### src/rtl/pol2rec_pkg.sv
// Shared constants for the polar-to-rectangular CORDIC: arctangent table in
// degrees x1024, CORDIC gain compensation, angle landmarks and FSM states.
package pol2rec_pkg;

  localparam int ATAN_N = 16;
  localparam int ATAN_TABLE [ATAN_N] = '{
    46080, 27203, 14373, 7296, 3662, 1833, 917, 458,
    229, 115, 57, 29, 14, 7, 4, 2
  };

  // 1/K = 0.6072529 in Q16
  localparam int INV_K  = 39797;
  localparam int DEG90  = 92160;
  localparam int DEG180 = 184320;

  typedef enum logic [1:0] {
    IDLE,
    ROT,
    SCALE,
    OUT
  } state_t;

endpackage

### src/rtl/pol2rec_atan_rom.sv
// Combinational arctangent lookup: micro-rotation index -> atan(2^-i) in
// degrees x1024, AW bits wide.
module pol2rec_atan_rom
  import pol2rec_pkg::*;
#(
  parameter int AW = 19
) (
  input  logic [3:0]           idx,
  output logic signed [AW-1:0] atan
);

  logic signed [AW-1:0] atan_tbl [ATAN_N];

  for (genvar gi = 0; gi < ATAN_N; gi++) begin : g_tbl
    assign atan_tbl[gi] = AW'(ATAN_TABLE[gi]);
  end

  assign atan = atan_tbl[idx];

endmodule

### src/rtl/pol2rec.sv
// Iterative rotation-mode CORDIC: (modulus, angle in deg x1024) -> (x, y).
// Build option: define POL2REC_ROUND_EN to round the gain-compensated result.
module pol2rec
  import pol2rec_pkg::*;
#(
  parameter int ITER = 16,
  parameter int MW   = 13,
  parameter int AW   = 19,
  parameter int OW   = 14,
  parameter int GW   = 3
) (
  input  logic                 clock,
  input  logic                 reset,
  input  logic                 enable,
  input  logic                 start,
  input  logic [MW-1:0]        mod,
  input  logic signed [AW-1:0] angle,
  output logic signed [OW-1:0] x,
  output logic signed [OW-1:0] y,
  output logic                 busy,
  output logic                 done
);

  // One bit above MW+GW+1 absorbs the ~1.65 CORDIC gain before compensation.
  localparam int XW = MW + GW + 2;
  localparam int PW = XW + 17;
  localparam int CW = 4;
  localparam int SH = 16 + GW;

  localparam logic signed [AW-1:0] Z90  = AW'(DEG90);
  localparam logic signed [XW-1:0] XMAX = XW'((1 << (OW - 1)) - 1);
  localparam logic signed [XW-1:0] XMIN = -XMAX;
  localparam logic signed [PW-1:0] KINV = PW'(INV_K);

  state_t               state_reg, state_next;
  logic [CW-1:0]        iter_reg;
  logic signed [XW-1:0] x_reg, y_reg;
  logic signed [AW-1:0] z_reg;
  logic signed [OW-1:0] x_out_reg, y_out_reg;
  logic                 busy_reg, done_reg;

  logic signed [AW-1:0] atan_val;
  logic signed [XW-1:0] mod_s, xi, yi, xsh, ysh, x_rot, y_rot;
  logic signed [AW-1:0] zi, z_rot;
  logic signed [PW-1:0] x_prod, y_prod, x_pre, y_pre;

  pol2rec_atan_rom #(.AW(AW)) u_atan_rom (
    .idx  (iter_reg),
    .atan (atan_val)
  );

  always_ff @(posedge clock or posedge reset) begin
    if (reset) begin
      state_reg <= IDLE;
    end else if (enable) begin
      state_reg <= state_next;
    end
  end

  always_comb begin
    state_next = state_reg;
    case (state_reg)
      IDLE:    if (start) state_next = ROT;
      ROT:     if (iter_reg == CW'(ITER - 1)) state_next = SCALE;
      SCALE:   state_next = OUT;
      OUT:     state_next = IDLE;
      default: state_next = IDLE;
    endcase
  end

  // Quadrant pre-rotation keeps the residual angle inside CORDIC convergence.
  assign mod_s = $signed({2'b00, mod, {GW{1'b0}}});

  always_comb begin
    xi = mod_s;
    yi = '0;
    zi = angle;
    if (angle > Z90) begin
      xi = '0;
      yi = mod_s;
      zi = angle - Z90;
    end else if (angle < -Z90) begin
      xi = '0;
      yi = -mod_s;
      zi = angle + Z90;
    end
  end

  always_comb begin
    xsh = x_reg >>> iter_reg;
    ysh = y_reg >>> iter_reg;
    if (!z_reg[AW-1]) begin
      x_rot = x_reg - ysh;
      y_rot = y_reg + xsh;
      z_rot = z_reg - atan_val;
    end else begin
      x_rot = x_reg + ysh;
      y_rot = y_reg - xsh;
      z_rot = z_reg + atan_val;
    end
  end

  assign x_prod = PW'(x_reg) * KINV;
  assign y_prod = PW'(y_reg) * KINV;

`ifdef POL2REC_ROUND_EN
  localparam logic signed [PW-1:0] RND = PW'(1) <<< (SH - 1);
  assign x_pre = x_prod + RND;
  assign y_pre = y_prod + RND;
`else
  assign x_pre = x_prod;
  assign y_pre = y_prod;
`endif

  function automatic logic signed [OW-1:0] sat(input logic signed [XW-1:0] v);
    if (v > XMAX)      return OW'(XMAX);
    else if (v < XMIN) return OW'(XMIN);
    else               return OW'(v);
  endfunction

  // done is a single enabled cycle; outside enable it is masked at the port.
  always_ff @(posedge clock or posedge reset) begin
    if (reset) begin
      iter_reg  <= '0;
      x_reg     <= '0;
      y_reg     <= '0;
      z_reg     <= '0;
      x_out_reg <= '0;
      y_out_reg <= '0;
      busy_reg  <= 1'b0;
      done_reg  <= 1'b0;
    end else begin
      done_reg <= 1'b0;
      if (enable) begin
        case (state_reg)
          IDLE: begin
            if (start) begin
              x_reg    <= xi;
              y_reg    <= yi;
              z_reg    <= zi;
              iter_reg <= '0;
              busy_reg <= 1'b1;
            end
          end
          ROT: begin
            x_reg    <= x_rot;
            y_reg    <= y_rot;
            z_reg    <= z_rot;
            iter_reg <= iter_reg + CW'(1);
          end
          SCALE: begin
            x_reg <= XW'(x_pre >>> SH);
            y_reg <= XW'(y_pre >>> SH);
          end
          OUT: begin
            x_out_reg <= sat(x_reg);
            y_out_reg <= sat(y_reg);
            done_reg  <= 1'b1;
            busy_reg  <= 1'b0;
          end
          default: ;
        endcase
      end
    end
  end

  assign x    = x_out_reg;
  assign y    = y_out_reg;
  assign busy = busy_reg;
  assign done = done_reg & enable;

endmodule

### config.mk
export PLATFORM = sky130hd
export DESIGN_NAME = pol2rec
export DESIGN_NICKNAME = d
export VERILOG_FILES = /design/src/rtl/pol2rec_pkg.sv /design/src/rtl/pol2rec_atan_rom.sv /design/src/rtl/pol2rec.sv
export SDC_FILE = /design/constraint.sdc
export NUM_CORES = 1
export LEC_CHECK = 0
export CORE_MARGIN = 5
export CORE_UTILIZATION = 60
export CTS_CLUSTER_SIZE = 40
export DETAILED_ROUTE_END_ITERATION = 6
export HOLD_SLACK_MARGIN = 0.12
export PLACE_DENSITY = 0.89
export SYNTH_ARGS = -nofsm -noshare
export SYNTH_HDL_FRONTEND = slang
export SYNTH_SLANG_ARGS = --single-unit
### constraint.sdc
create_clock -name clock -period 12.29 [get_ports clock]
set_clock_uncertainty 0.2 [all_clocks]
set_input_delay 1.229 -clock clock [delete_from_list [all_inputs] [get_ports clock]]
set_output_delay 1.229 -clock clock [all_outputs]
set_load 0.03 [all_outputs]
# --- After elaboration in Yosys (flattened, before gate mapping) ---
# Memories as Yosys holds them, arrays and structs flattened.
# Cells that the tools add are included.
word_totals:
  wordCells: 78
  register_bits: 91
  out_inout_bits: 30
  mem_count: 1
  mem_bits_ro: 304
op_classes:
  n_reduce_logical: 9
  eq_ne: 6
  n_mul: 2
  bitwise_logic: 2
  n_mux: 30
  shifts: 2
  magnitude_cmp: 7
  addsub: 10
mem_list:
  columns: ["memory", "depth", "width", "rd", "rd_ports_with_merged_regs", "wr", "line", "rtl"]
  rows:
  - ["(no name shown)", 16, 19, 1, 0, 0, "pol2rec_atan_rom.sv:18", "assign atan = atan_tbl[idx];"]
ops:
  columns: ["cell", "count"]
  rows:
  - ["19-bit 2-to-1 mux", 6]
  - ["18-bit 2-to-1 mux", 6]
  - ["18-bit one-hot mux with 3 select lines", 2]
  - ["18-bit by 17-bit multiplier with 35-bit output (second input constant)", 2]
  - ["14-bit 2-to-1 mux", 4]
  - ["19-bit one-hot mux with 2 select lines", 1]
  - ["18-bit adder", 2]
  - ["18-bit by 14-bit greater-than comparator with 1-bit output (second input constant)", 2]
  - ["18-bit by 14-bit less-than comparator with 1-bit output (second input constant)", 2]
  - ["18-bit by 4-bit >>> shifter with 18-bit output", 2]
  - ["18-bit subtractor", 2]
  - ["16-bit 2-to-1 mux", 2]
  - ["19-bit by 18-bit adder with 19-bit output (second input constant)", 1]
  - ["19-bit adder", 1]
  - ["19-bit by 18-bit greater-than comparator with 1-bit output (second input constant)", 1]
  - ["19-bit by 18-bit less-than comparator with 1-bit output (second input constant)", 1]
  - ["19-bit by 18-bit subtractor with 19-bit output (second input constant)", 1]
  - ["19-bit subtractor", 1]
  - ["16-bit negation with 18-bit output", 1]
  - ["3-bit AND reduction", 4]
  - ["2-bit one-hot mux with 4 select lines", 1]
  - ["4-bit one-hot mux with 2 select lines", 1]
  - ["5-bit >= comparator (second input constant)", 1]
  - ["4-bit inverter with 5-bit output", 1]
  - ["other kinds (14)", 20]

# --- Logic depth before layout (Yosys ltp) ---
# Gate-level depths: netlist (run 1).
logic_depth:
  ltp_word: 7
  depth_mapped: 24
  depth_no_buf: 23

# --- Hierarchy ---
# Synthesis (run 1) repeated with hierarchy kept, for this count alone.
unflattened:
  hier_cells: 2554
  hier_area_um2: 23047.1
by_module_without_submodules:
  columns: ["mod", "cells_per_inst", "seq_area_each_um2", "area_each_um2", "n_inst"]
  rows:
  - ["pol2rec", 2495, 2277.2, 22636.7, 1]
  - ["pol2rec_atan_rom", 59, 0.0, 410.4, 1]

# --- Worst setup path after synthesis (run 1) ---
# No wires, ideal clock.
synth_path:
  kind: "flip-flop to flip-flop"
  start: "reg y_reg[17]"
  end: "reg y_reg[17]"
  path_slack_ps: 5803
  synth_period_minus_slack_ps: 6487
  path_stages_with_launch: 21
  arrival_ps: 6147
  required_ps: 11949
  cell_sequence: "dfrtp_1 clkbuf_1 clkinv_1 ha_1 inv_1 fa_1 inv_1 fa_1 fa_1 fa_1 inv_1 fa_1 inv_1 ha_1 nor3_1 a311oi_1 a31oi_1 o31ai_1 a21oi_1 o21ai_0 o211ai_1"
synth_between:
  elab_chain_len: 3
  word_cells_on_any_way: 5
synth_rtl:
  columns: ["element", "line", "rtl"]
  rows:
  - ["from (decl)", "pol2rec.sv:37", "logic signed [XW-1:0] x_reg, y_reg;"]
  - ["from (signal assigned)", "pol2rec.sv:139", "y_reg <= yi;"]
  - ["from (signal assigned)", "pol2rec.sv:147", "y_reg <= y_rot;"]
  - ["from (signal assigned)", "pol2rec.sv:153", "y_reg <= XW'(y_pre >>> SH);"]
  - ["branches (longest 2 deep; another with 18-bit by 17-bit multiplier with 35-bit output)", null, null]
  - ["18-bit one-hot mux with 3 select lines *", "pol2rec.sv:135", "case (state_reg)"]
# Every way passes the cells marked *.
# A chain may end at the register's enable or synchronous reset.

# --- Worst setup path after layout (run 1) ---
layout_path:
  start: "reg x_reg[9]"
  end: "reg x_reg[15]"
layout_between:
  elab_chain_len: 3
  word_cells_on_any_way: 5
layout_rtl:
  columns: ["element", "line", "rtl"]
  rows:
  - ["from (decl)", "pol2rec.sv:37", null]
  - ["from (signal assigned)", "pol2rec.sv:138", "x_reg <= xi;"]
  - ["from (signal assigned)", "pol2rec.sv:146", "x_reg <= x_rot;"]
  - ["from (signal assigned)", "pol2rec.sv:152", "x_reg <= XW'(x_pre >>> SH);"]
  - ["branches (longest 2 deep; another with 18-bit by 17-bit multiplier with 35-bit output)", null, null]
  - ["18-bit one-hot mux with 3 select lines *", "pol2rec.sv:135", null]
# Marked as above.

==> results of run 1 <==
layout make-up:
class                      instances  area, sq um
tap                              468          586
clock inverter                     6          136
antenna                            2         5.00
inverter                         532         2000
fill                            2880        12800
sequential                        91         2280
multi-input combinational       1824        17900
timing repair buffer              85          801
clock buffer                      10          229
worst max-delay path by stage:
stage	from	end	slack, ns	cells past startpoint
4_1_cts	y_reg[10]$_DFFE_PP0P_	y_reg[15]$_DFFE_PP0P_	4.91	21
6_report	x_reg[9]$_DFFE_PP0P_	x_reg[15]$_DFFE_PP0P_	4.73	22
3_5_place_dp	y_reg[10]$_DFFE_PP0P_	y_reg[17]$_DFFE_PP0P_	4.93	21
5_1_grt	y_reg[10]$_DFFE_PP0P_	y_reg[17]$_DFFE_PP0P_	4.50	21
3_3_place_gp	y_reg[10]$_DFFE_PP0P_	y_reg[17]$_DFFE_PP0P_	5.19	21
2_1_floorplan	y_reg[17]$_DFFE_PP0P_	y_reg[17]$_DFFE_PP0P_	5.80	20
tightest hold or removal path, delay by kind of cell, from the launching register on:
kind / cells / cell delay [ns]
flip-flops: 1 / 0.35
AO/OA/AOI/OAI: 1 / 0.06
AND/OR/NAND/NOR: 1 / 0.05
layout by cell type, fill, tap and decap left out, types with 12 or more instances in the layout:
| master | count |
|---|---|
| a221oi_1 | 16 |
| dfrtp_1 | 89 |
| and3_1 | 12 |
| nor2_1 | 153 |
| nand2_1 | 137 |
| nand3_1 | 27 |
| o31ai_1 | 14 |
| nand2b_1 | 18 |
| a21oi_1 | 153 |
| inv_1 | 525 |
| a31oi_1 | 22 |
| fa_1 | 270 |
| xnor2_1 | 76 |
| clkdlybuf4s50_1 | 65 |
| o21ai_0 | 98 |
| mux4_2 | 36 |
| ha_1 | 378 |
| nor2b_1 | 14 |
| buf_4 | 20 |
| o22ai_1 | 23 |
| nor3_1 | 36 |
| mux2i_1 | 33 |
| o21a_1 | 16 |
| xor2_1 | 53 |
| a21o_1 | 41 |
| a211oi_1 | 19 |
kinds of logic (layout without fill, tap and decap cells):
logic type / after synthesis / count (layout)
adder cells (fa/ha/maj): 648 / 648
buffers and inverters: 593 / 633
AO/OA/AOI/OAI: 506 / 506
AND/OR/NAND/NOR: 461 / 461
XOR/XNOR: 129 / 129
flip-flops: 91 / 91
multiplexers: 80 / 80
other: 0 / 2
layer usage:
metal / vias to the layer above / share of wire, %
li1: 8472 / -
met1: 9292 / 39
met2: 1085 / 47
met3: 208 / 11
met4: 8 / 3.6
met5: - / 0.063
metrics by stage:
| stage | cell area [sq um] | util [%] | hold slack (ns) |
|---|---|---|---|
| 3_3_place_gp | 23600 | 64.1 | 0.270 |
| 3_5_place_dp | 23600 | 64.1 | 0.283 |
| 2_1_floorplan | 22500 | - | 0.256 |
| 5_1_grt | 24000 | 65.1 | 0.334 |
| 4_1_cts | 24000 | 65.1 | 0.300 |
| 6_report | 24000 | 65.1 | 0.302 |
==> impl_results.md, run 1 <==
* Setup violations, final at 0
* Routed via count divided by cell count at 6.32
* Portion of the clock cycle consumed by the worst path in the final layout at about 62%
* Worst reg2reg path endpoint: x_reg[15]$_DFFE_PP0P_
* Detail Route Antenna Nets at 0
* Synth top cells by count: inv_1 (526), ha_1 (378), fa_1 (270)
* Period minus WS final at approximately 7.6 ns
* CP bufs+invs at 5
* Cts hold-fix bufs at 0
* Tightest slew margin relative to the limit at under 10%
* Minimum setup slack among reg-to-reg paths at about 4.7 ns
* Final Wtd Congestion at between 1 and 1.5
* Adder-cell area share of the yosys netlist at between 40 and 50%
* Synthesized-area fraction occupied by ao, oa, aoi and oai cells at 14.4%
* Via count of the first global-routing pass at ~20000
* Layout Nets at approximately 3200
* Count of final max-slew check failures at 0
* Clock insertion delay at the later pin of the skew report at 0.38 ns
* Number of flip-flops and latches in the synthesized netlist at 91
* GR met3 Demand/Resource at under 10%
* Cell at the root of the clock tree: clkbuf_16
* Clk slew on worst S/H paths at roughly 0.070 ns
* Layout Cells excl Fill at about 3000
* Buffers inserted during post-CTS setup optimization at 0
* Worst setup slack before clock tree synthesis at ~4.9 ns
* Global-route layer with the greatest usage: met2
* Initial antenna violation count at 8
* Count of flip-flops with a built-in enable after synthesis at 0
* Required @ worst endpoint at ~12 ns
* Number of buffers inserted during clock tree synthesis at 9
* Min-Delay Path Class: flop to flop
* Detailed-route via count at between 15000 and 20000
* Critical path capture point type: flop
* Met1 track demand over resource at about two fifths
* Area inside the core boundary at 36800 sq um
* Die boundary width at a little over 200 um
* Dominant combinational cell family by area after synthesis: adder cells
* Clock tree from TritonCTS: built
* Quantity of gates resized following cts at 0
* Post-synthesis cell area at ~22000 sq um
* F_max at between 100 and 150 MHz
* Number of DRC violations after detailed routing at 0
* Iteration-0 DRC count of the detailed router at just over 2000
* Hold path startpoint: z_reg[0]$_DFFE_PP0P_
* Port buffer count at 65
* Total count of hold-check failures in the final report at 0
* Setup WS post-layout at between 4 and 5 ns
* Maximum count of clock buffers along a single path at 2
* Syn Inst Count at 2508
* Cell with the largest stage delay on the worst path: dfrtp_1
* Die height at around 200 um
* Global routing usage on met2 at between 50% and 60%
* Cells taking the most area after synthesis: fa_1 (24%), ha_1 (21%), dfrtp_1 (10%), inv_1 (8.8%), mux4_2 (3.6%)
* Number of distinct standard cells referenced by the synthesized netlist at between 70 and 80
* Share of the synthesized area in the top cell type at around 24%
* Total of max-cap violations at 0
* Portion of netlist area occupied by mux cells at under 10%
* Synth Area in XOR/XNOR at under 10%
* Length of the first detailed-routing pass in iterations at 6
* RSZ-0062 raised after global routing: no
* Startpoint types: flop
* Maximum level of the CTS H-tree at 3
* Number of ports placed on the die boundary at 66
* DPL Wire Length at around 51000 um
* Number of warnings reported in the yosys synthesis log at 0
* Min-Delay Endpoint: z_reg[0]$_DFFE_PP0P_
* Setup TNS at 0 ns
* Hold path depth at 2
* Yosys top cell by area: fa_1
* CP max stage delay at between 0.9 and 1 ns
* Layout overhead on the synthesized area at 6.73%
* Avg WL per Cell at 20.9 um
* Remaining Overflow, GRT at 0
* Global-route wire length before repair at between 100000 and 150000 um
* Total die area at about 41000 sq um
* Clock sink count at 91
* Sequential fraction of the synthesis area at about 10%
* Synth async-reset ratio at between 90% and 100%
* Crit Reg-Reg Startpoint: x_reg[9]$_DFFE_PP0P_
* Largest net degree at the start of global routing at between 50 and 60
* Status: complete, no violations
* Initial standard-cell utilization of the core at about 61%
* Worst path cell trace: inv_1 -> ha_1 -> inv_1 -> fa_1 -> fa_1 -> inv_1 -> fa_1 -> fa_1 -> inv_1 -> fa_1 -> inv_1 -> ha_1 -> a21oi_1 -> nand2_1 -> a211oi_1 -> o21a_1 -> a211oi_1 -> o21ai_0 -> a211oi_1 -> a211oi_1 -> a21boi_0 -> o221ai_1
* Critical path fanouts, max at 15
* Share of post-route cells with drive strength above 1 at just under 4%
* Global-route usage over all layers at a little under a third
* Family with the most delay on the worst path: adder cells
* Synth Area per Inst at 8.95 sq um
* Final WL at 63200 um
* Post-synth top flop: dfrtp_1
* Worst-margin pin slew at around 1.3 ns
* Depth of the worst register-to-register path at 22
* Start-to-end type of the worst setup path: flop to flop
* Arrival time of the worst setup path at approximately 7.6 ns
* Total number of placement rows at 70
* Simple-gate share of the synthesized area at roughly a tenth
* Most common cell in the netlist: inv_1
* Cells after DPL at 3000
* Synthesized netlist net count at between 3000 and 4000
Power of run 1 is not shown: default switching activity piles up to over one toggle a cycle in this logic, so the estimate is an artifact.
==> run 2, diff against run 1 <==
--- a/config.mk
+++ b/config.mk
@@ -6,11 +6,11 @@
 export NUM_CORES = 1
 export LEC_CHECK = 0
 export CORE_MARGIN = 5
-export CORE_UTILIZATION = 60
+export CORE_UTILIZATION = 59
 export CTS_CLUSTER_SIZE = 40
 export DETAILED_ROUTE_END_ITERATION = 6
 export HOLD_SLACK_MARGIN = 0.12
-export PLACE_DENSITY = 0.89
+export PLACE_DENSITY = 0.91
 export SYNTH_ARGS = -nofsm -noshare
 export SYNTH_HDL_FRONTEND = slang
 export SYNTH_SLANG_ARGS = --single-unit
==> constraint.sdc (replaced) <==
create_clock -name clock -period 6.1 [get_ports clock]
set_clock_uncertainty 0.2 [all_clocks]
set_input_delay 0.61 -clock clock [delete_from_list [all_inputs] [get_ports clock]]
set_output_delay 0.61 -clock clock [all_outputs]
set_load 0.03 [all_outputs]
==> run 2 against run 1 <==
Compared with the run above: the flow now finishes with violations (max-capacitance violations, max-slew violations, negative setup slack); setup slack lost 4.8 ns; routed wire length grew 12%; register-to-register slack lost 4.8 ns; critical endpoint is now y_reg[13]$_DFFE_PP0P_.
==> impl_results.md, run 2 (synthesized netlist as in run 1, its figures left out) <==
* Status: complete, but fails checks
* Violations in the final reports: max-capacitance violations, max-slew violations, negative setup slack
* Period minus WS final at 6.17 ns (-1.39 ns)
* Routed via count divided by cell count at 6.14 (-2.8%)
* Critical path capture point type: flop
* Cts hold-fix bufs at 0 (unchanged)
* Layout Nets at 3464 (+7.3%)
* GR met3 Demand/Resource at 6.49% (-0.98 points)
* Final Wtd Congestion at 0.983 (-4.3%)
* Layout overhead on the synthesized area at 18.9%
* Min-Delay Endpoint: z_reg[0]$_DFFE_PP0P_
* Largest net degree at the start of global routing at 68 (+15%)
* Count of final max-slew check failures at 1 (+1)
* Number of ports placed on the die boundary at 66 (unchanged)
* Met1 track demand over resource at 43.1% (+2.4 points)
* Cell area after layout at 26700 sq um (+11%)
* Port buffer count at 65 (unchanged)
* Die boundary width at 205 um (+0.80%)
* Clk slew on worst S/H paths at 0.07 ns (about the same)
* Startpoint types: flop
* Setup WS post-layout at -0.0693 ns (-4.80 ns)
* Clock sink count at 91 (unchanged)
* Required @ worst endpoint at 6.17 ns (-6.15 ns)
* Cells after DPL at 3243 (+8.1%)
* Leading cell type in the layout, fill and taps excluded: inv_1
* Tightest slew margin relative to the limit at -0.146% (-8.7 points)
* Global-route layer with the greatest usage: met2
* Portion of the clock cycle consumed by the worst path in the final layout at 101% (+40 points)
* Commonest cells after routing, fill and taps aside: inv_1 (498), ha_1 (335), fa_1 (249)
* Hold path depth at 2 (unchanged)
* Total die area at 42100 sq um (+1.6%)
* DPL Wire Length at 56200 um (+11%)
* Hold path startpoint: z_reg[0]$_DFFE_PP0P_
* Minimum setup slack among reg-to-reg paths at -0.07 ns (-4.80 ns)
* Total of max-cap violations at 1 (+1)
* Cell with the largest stage delay on the worst path: fa_1
* Critical path fanouts, max at 5 (-10)
* Number of diodes added for antenna fixing at 0 (-2)
* Initial antenna violation count at 0 (-8)
* Depth of the worst register-to-register path at 23 (+4.5%)
* Avg WL per Cell at 21.5 um (+2.5%)
* Share of post-route cells with drive strength above 1 at 18.0% (+14 points)
* Total number of placement rows at 71 (+1.4%)
* Global-route wire length before repair at 111000 um (+7.2%)
* Initial standard-cell utilization of the core at 59.7% (-1.3 points)
* Maximum level of the CTS H-tree at 3 (unchanged)
* Global-route usage over all layers at 33.2% (+2.1 points)
* Detail Route Antenna Nets at 0 (unchanged)
* Detailed-route via count at 20241 (+6.2%)
* Crit Reg-Reg Startpoint: y_reg[5]$_DFFE_PP0P_
* CP max stage delay at 0.58 ns (-0.34 ns)
* Arrival time of the worst setup path at 6.24 ns (-1.35 ns)
* RSZ-0062 raised after global routing: yes
* Global routing usage on met2 at 56.1% (+4.6 points)
* Setup violations, final at 10 (+10)
* F_max at 162 MHz (+23%)
* Final WL at 70700 um (+12%)
* Maximum count of clock buffers along a single path at 2 (unchanged)
* Placed cell areas at 25200 sq um (+6.7%)
* Length of the first detailed-routing pass in iterations at 6 (unchanged)
* Layout Cells excl Fill at 3296 (+9.2%)
* Remaining Overflow, GRT at 0 (unchanged)
* Cell at the root of the clock tree: clkbuf_16
* Start-to-end type of the worst setup path: flop to flop
* Clock tree from TritonCTS: built
* Worst reg2reg path endpoint: y_reg[13]$_DFFE_PP0P_
* Number of DRC violations after detailed routing at 0 (unchanged)
* Clock insertion delay at the later pin of the skew report at 0.37 ns (about the same)
* Iteration-0 DRC count of the detailed router at 2238 (+11%)
* Worst path cell trace: inv_1 -> ha_2 -> inv_1 -> fa_1 -> inv_1 -> ha_1 -> ha_1 -> fa_1 -> fa_1 -> ha_4 -> nand4_1 -> a211oi_2 -> o221a_2 -> a21oi_4 -> a311oi_2 -> buf_4 -> buf_4 -> a31oi_4 -> buf_6 -> o21bai_4 -> a31oi_1 -> xor2_1 -> o21ai_1
* Via count of the first global-routing pass at 21320 (+6.0%)
* Area inside the core boundary at 37600 sq um (+2.2%)
* Number of buffers inserted during clock tree synthesis at 9 (unchanged)
* Die height at 205 um (+0.80%)
* Worst-margin pin slew at 1.46 ns (+0.127 ns)
* Min-Delay Path Class: flop to flop
* Total count of hold-check failures in the final report at 0 (unchanged)
## run 2: metrics by stage
| stage | util, % | hold slack [ns] | TNS [ns] | setup slack, ns |
|---|---|---|---|---|
| after floorplan | - | 0.256 | 0 | 0.0549 |
| after global placement | 67.0 | 0.268 | -1.45 | -0.132 |
| after detailed placement | 67.0 | 0.285 | -5.63 | -0.476 |
| after CTS | 69.1 | 0.301 | 0 | 0.0108 |
| after global routing | 71.0 | 0.334 | -3.62 | -0.281 |
| final | 71.0 | 0.298 | -0.335 | -0.0693 |
## run 2: worst max-delay path by stage
stage	slack (ns)	startpoint	endpoint	cells after the start
2_1_floorplan	0.05	y_reg[17]$_DFFE_PP0P_	y_reg[17]$_DFFE_PP0P_	20
6_report	-0.07	y_reg[5]$_DFFE_PP0P_	y_reg[13]$_DFFE_PP0P_	23
3_5_place_dp	-0.48	x_reg[11]$_DFFE_PP0P_	x_reg[15]$_DFFE_PP0P_	23
3_3_place_gp	-0.13	x_reg[11]$_DFFE_PP0P_	x_reg[15]$_DFFE_PP0P_	25
4_1_cts	0.01	y_reg[13]$_DFFE_PP0P_	y_reg[6]$_DFFE_PP0P_	24
5_1_grt	-0.28	x_reg[11]$_DFFE_PP0P_	x_reg[15]$_DFFE_PP0P_	24
## run 2: area by class of cell
cell class              count  area, sq um
well taps                 511          639
clock buffers              12          256
clock inverters             4         72.6
flip-flops and latches     91         2320
multi-input cells        1824        18700
inverters                 532         2000
repair buffers            322         2670
fillers                  2692        10900
## run 2: what timing repair did
item | CTS | global route
endpoints found under the setup margin | 27 | 32
gates cloned | 0 | 0
resized for setup | 94 | 124
pin swaps | 49 | 73
setup buffers | 16 | 22
## run 2: critical path: cells and delay by family (launching register included)
family | cells | cell delay (ns)
xor gates and xnor gates | 1 | 0.16
and+or+nand+nor | 1 | 0.19
DFF | 1 | 0.46
buffers and inverters | 6 | 0.67
adders and majority gates | 7 | 2.89
AOI/OAI and AO/OA | 8 | 1.49
## run 2: metal layers
layer | vias to the layer above | share of wire, %
li1 | 8949 | -
met1 | 9839 | 38
met2 | 1167 | 48
met3 | 286 | 9.9
met4 | 0 | 4.2
met5 | - | 0
Power of run 2 is left out for the same reason.
==> edit 1: new RTL, flow settings as in run 1 <==
The parameter `OW` goes from 14 to 15.
--- a/src/rtl/pol2rec.sv
+++ b/src/rtl/pol2rec.sv
@@ -6,7 +6,7 @@
   parameter int ITER = 16,
   parameter int MW   = 13,
   parameter int AW   = 19,
-  parameter int OW   = 14,
+  parameter int OW   = 15,
   parameter int GW   = 3
 ) (
   input  logic                 clock,
Interface: changed (resized x and y); port bits go from 66 to 68. No check against the original RTL was run, so the function may have changed too.
==> edit 1 against run 1 <==
- maximum frequency is 0.95% lower
- area after synthesis up 1.4%
- setup slack got worse by 0.072 ns
- sequential cell count grew 2
- routed wire length is 6.3% higher
- design area grew 1.3%
- first-iteration DRC count rose by 9.7%
- critical endpoint unchanged
- largest cell class unchanged
Power is not shown: default switching activity piles up to over one toggle a cycle in this logic, so the estimate is an artifact.
==> edit 1: results <==
group,metric,value,unit
synth,ys_types,92,
placed_design,place_congestion,1.01,
grt,antenna_found_initial,0,
synth,yosys.area_share.xor_xnor,0.0489,
synth,syn_nets,3217,
clocking,clock_latency,0.40,ns
grt,grt_max_degree,64,
setup_path,critPathArrivalTime,7.72,ns
grt,grt_usage,0.326,
setup_path,max_stage_delay,0.96,ns
routing,wl_per_cell,21.8,um
synth,synth_compound_area_frac,0.150,
setup_path,r2r_start,"x_reg[10]$_DFFE_PP0P_",
setup_path,cpMaxStageDelayCell,"nor4_1",
setup_path,r2r_slack,4.66,ns
layout,regArea,0.00233,mm2
layout,clock_cell_area_share,0.0122,
layout,clock_buffers,13,
setup_path,reg2regPathDepth,21,
layout,signal_buffers,96,
grt,grt_pass1_vias,20600,
layout,n_fill_cell,3039,
placed_design,post-place-cells,3068,
synth,postSynthAreaPerCell,8.99,um2
routing,wl,67200,um
layout,nNonClkInverters,539,
routing,firstDrtPassIters,7,
hold_path,hold_end,"x[14]$_DFFE_PP0P_",
synth,netlist_top_cells_area,"fa_1 24%, ha_1 21%, dfrtp_1 10%",
grt,grt_pass1_wl,108000,um
routing,num_vias,19400,
layout,buffer_area_frac,0.0366,
synth,synth.ff_latch_count,93,
run_status,status,"finished clean",
## edit 1: cell types whose count changed after synthesis, sizes merged, moves of 6 or more
cell / before / now
mux2i: 33 / 27
a22oi: 8 / 14
clkbuf: 42 / 49
or4: 4 / 10
or3: 8 / 14
o21ai: 99 / 114
nor2: 153 / 129
a21o: 41 / 23
inv: 527 / 535
a21oi: 153 / 146
## edit 1: per-layer routing
layer / GRT usage / vias up / share of wire
met5: 0 / - / 0
met4: 0.155 / 0 / 0.053
met3: 0.0704 / 277 / 0.099
met2: 0.533 / 1077 / 0.46
met1: 0.413 / 9472 / 0.39
li1: - / 8595 / -
## edit 1: stage by stage
stage	utilization	setup slack, ns	area [um2]
3_5_place_dp	0.638	4.91	24000
3_3_place_gp	0.638	5.13	24000
6_report	0.646	4.66	24300
2_1_floorplan	-	5.59	22800
5_1_grt	0.646	4.33	24300
4_1_cts	0.646	4.90	24300
==> edit 2: new RTL, flow settings as in run 1 <==
Made on the original files. Re-encode `state_t` (4 states) as one-hot, 4 bits wide.
--- a/src/rtl/pol2rec_pkg.sv
+++ b/src/rtl/pol2rec_pkg.sv
@@ -13,11 +13,11 @@
   localparam int DEG90  = 92160;
   localparam int DEG180 = 184320;
 
-  typedef enum logic [1:0] {
-    IDLE,
-    ROT,
-    SCALE,
-    OUT
+  typedef enum logic [3:0] {
+    IDLE  = 4'b0001,
+    ROT   = 4'b0010,
+    SCALE = 4'b0100,
+    OUT   = 4'b1000
   } state_t;
 
 endpackage
Function: no difference found for any inputs over 10 cycles, from zero or initial values and one cycle with reset high; not proved beyond that.
==> edit 2 against run 1 <==
- global-route usage is 0.76 points lower
- sequential cell count is 2 higher
- count of clock-buffer cells in the layout is 3 higher
- design area is 0.30% lower
- first-iteration DRC count is 9.4% lower
- worst hold slack worse by 0.023 ns
- routed wire length is 1.5% lower
- maximum frequency is 3.3% higher
- area after synthesis is 0.13% higher
- setup slack better by 0.24 ns
Power is not shown: default switching activity piles up to over one toggle a cycle in this logic, so the estimate is an artifact.
==> edit 2: results <==
group,metric,value,unit
clocking,clock_latency,0.36,ns
setup_path,reg2regPathDepth,21,
layout,n_fill_cell,3001,
grt,antenna_found_initial,0,
timing,hold_ws,0.279,ns
hold_path,min_from,"iter_reg[0]$_DFFE_PP0P_",
setup_path,r2r_start,"x_reg[11]$_DFFE_PP0P_",
grt,grt_pass1_wl,101000,um
routing,wl,62200,um
synth,yosys.area_share.xor_xnor,0.0534,
placed_design,place_congestion,0.977,
grt,grt_max_degree,58,
synth,synth_adder_area_share,0.448,
synth,ys_seq_area_frac,0.104,
routing,dr.first_iter.drc_count,1823,
setup_path,cpMaxStageDelayCell,"o311ai_0",
synth,muxShareOfSynthArea,0.0486,
routing,via_per_inst,6.18,
synth,synth_compound_area_frac,0.146,
setup_path,cp_max_fo,12,
synth,postSynthAreaPerCell,8.85,um2
timing,setup_ws,4.97,ns
placed_design,hpwl,50000,um
layout,antenna_cells,0,
timing,maxSlewHeadroom,0.136,
placed_design,post-place-cells,3025,
synth,netlist_top_cells_area,"fa_1 24%, ha_1 21%, dfrtp_1 10%",
hold_path,min_path_cells,1,
routing,num_vias,18800,
synth,ys_types,82,
setup_path,r2r-end,"x_reg[17]$_DFFE_PP0P_",
synth,synthTopCellsByCount,"522 x inv_1, 372 x ha_1, 271 x fa_1",
grt,grt_usage,0.303,
placed_design,dpl-instance-area,0.0236,mm2
setup_path,max_stage_delay,1.06,ns
setup_path,critPathArrivalTime,7.40,ns
run_status,status,"finished clean",
layout,nNetsFinal,3241,
synth,synthArstFlopShare,1.00,
hold_path,hold_end,"iter_reg[0]$_DFFE_PP0P_",
grt,grt_pass1_vias,19700,
-- edit 2: cell types whose count changed in the layout (fill, tap and decap cells not counted), moves of 7 or more --
| cell | change |
|---|---|
| nand2_1 | +44 |
| nor2_1 | -24 |
| o21ai_0 | +20 |
| o22ai_1 | -12 |
| mux4_2 | -11 |
| a21boi_0 | -9 |
| o21a_1 | +9 |
| a211oi_1 | -7 |
| o41ai_1 | +7 |
-- edit 2: final cells by class --
cell class / count / area [um2] / share of cell area
Clock buffer: 13 / 280 / 0.0117
Multi-Input combinational cell: 1849 / 17900 / 0.749
Timing Repair Buffer: 86 / 808 / 0.0338
Tap cell: 474 / 593 / 0.0248
Clock inverter: 3 / 25.0 / 0.00105
Sequential cell: 93 / 2330 / 0.0975
Inverter: 523 / 1970 / 0.0823
-- edit 2: routing by layer --
metal	track usage	wire length, um	share of wire
met1	0.379	23900	0.38
met2	0.519	30300	0.49
met3	0.0409	4570	0.073
met4	0.152	3450	0.055
met5	0	0	0
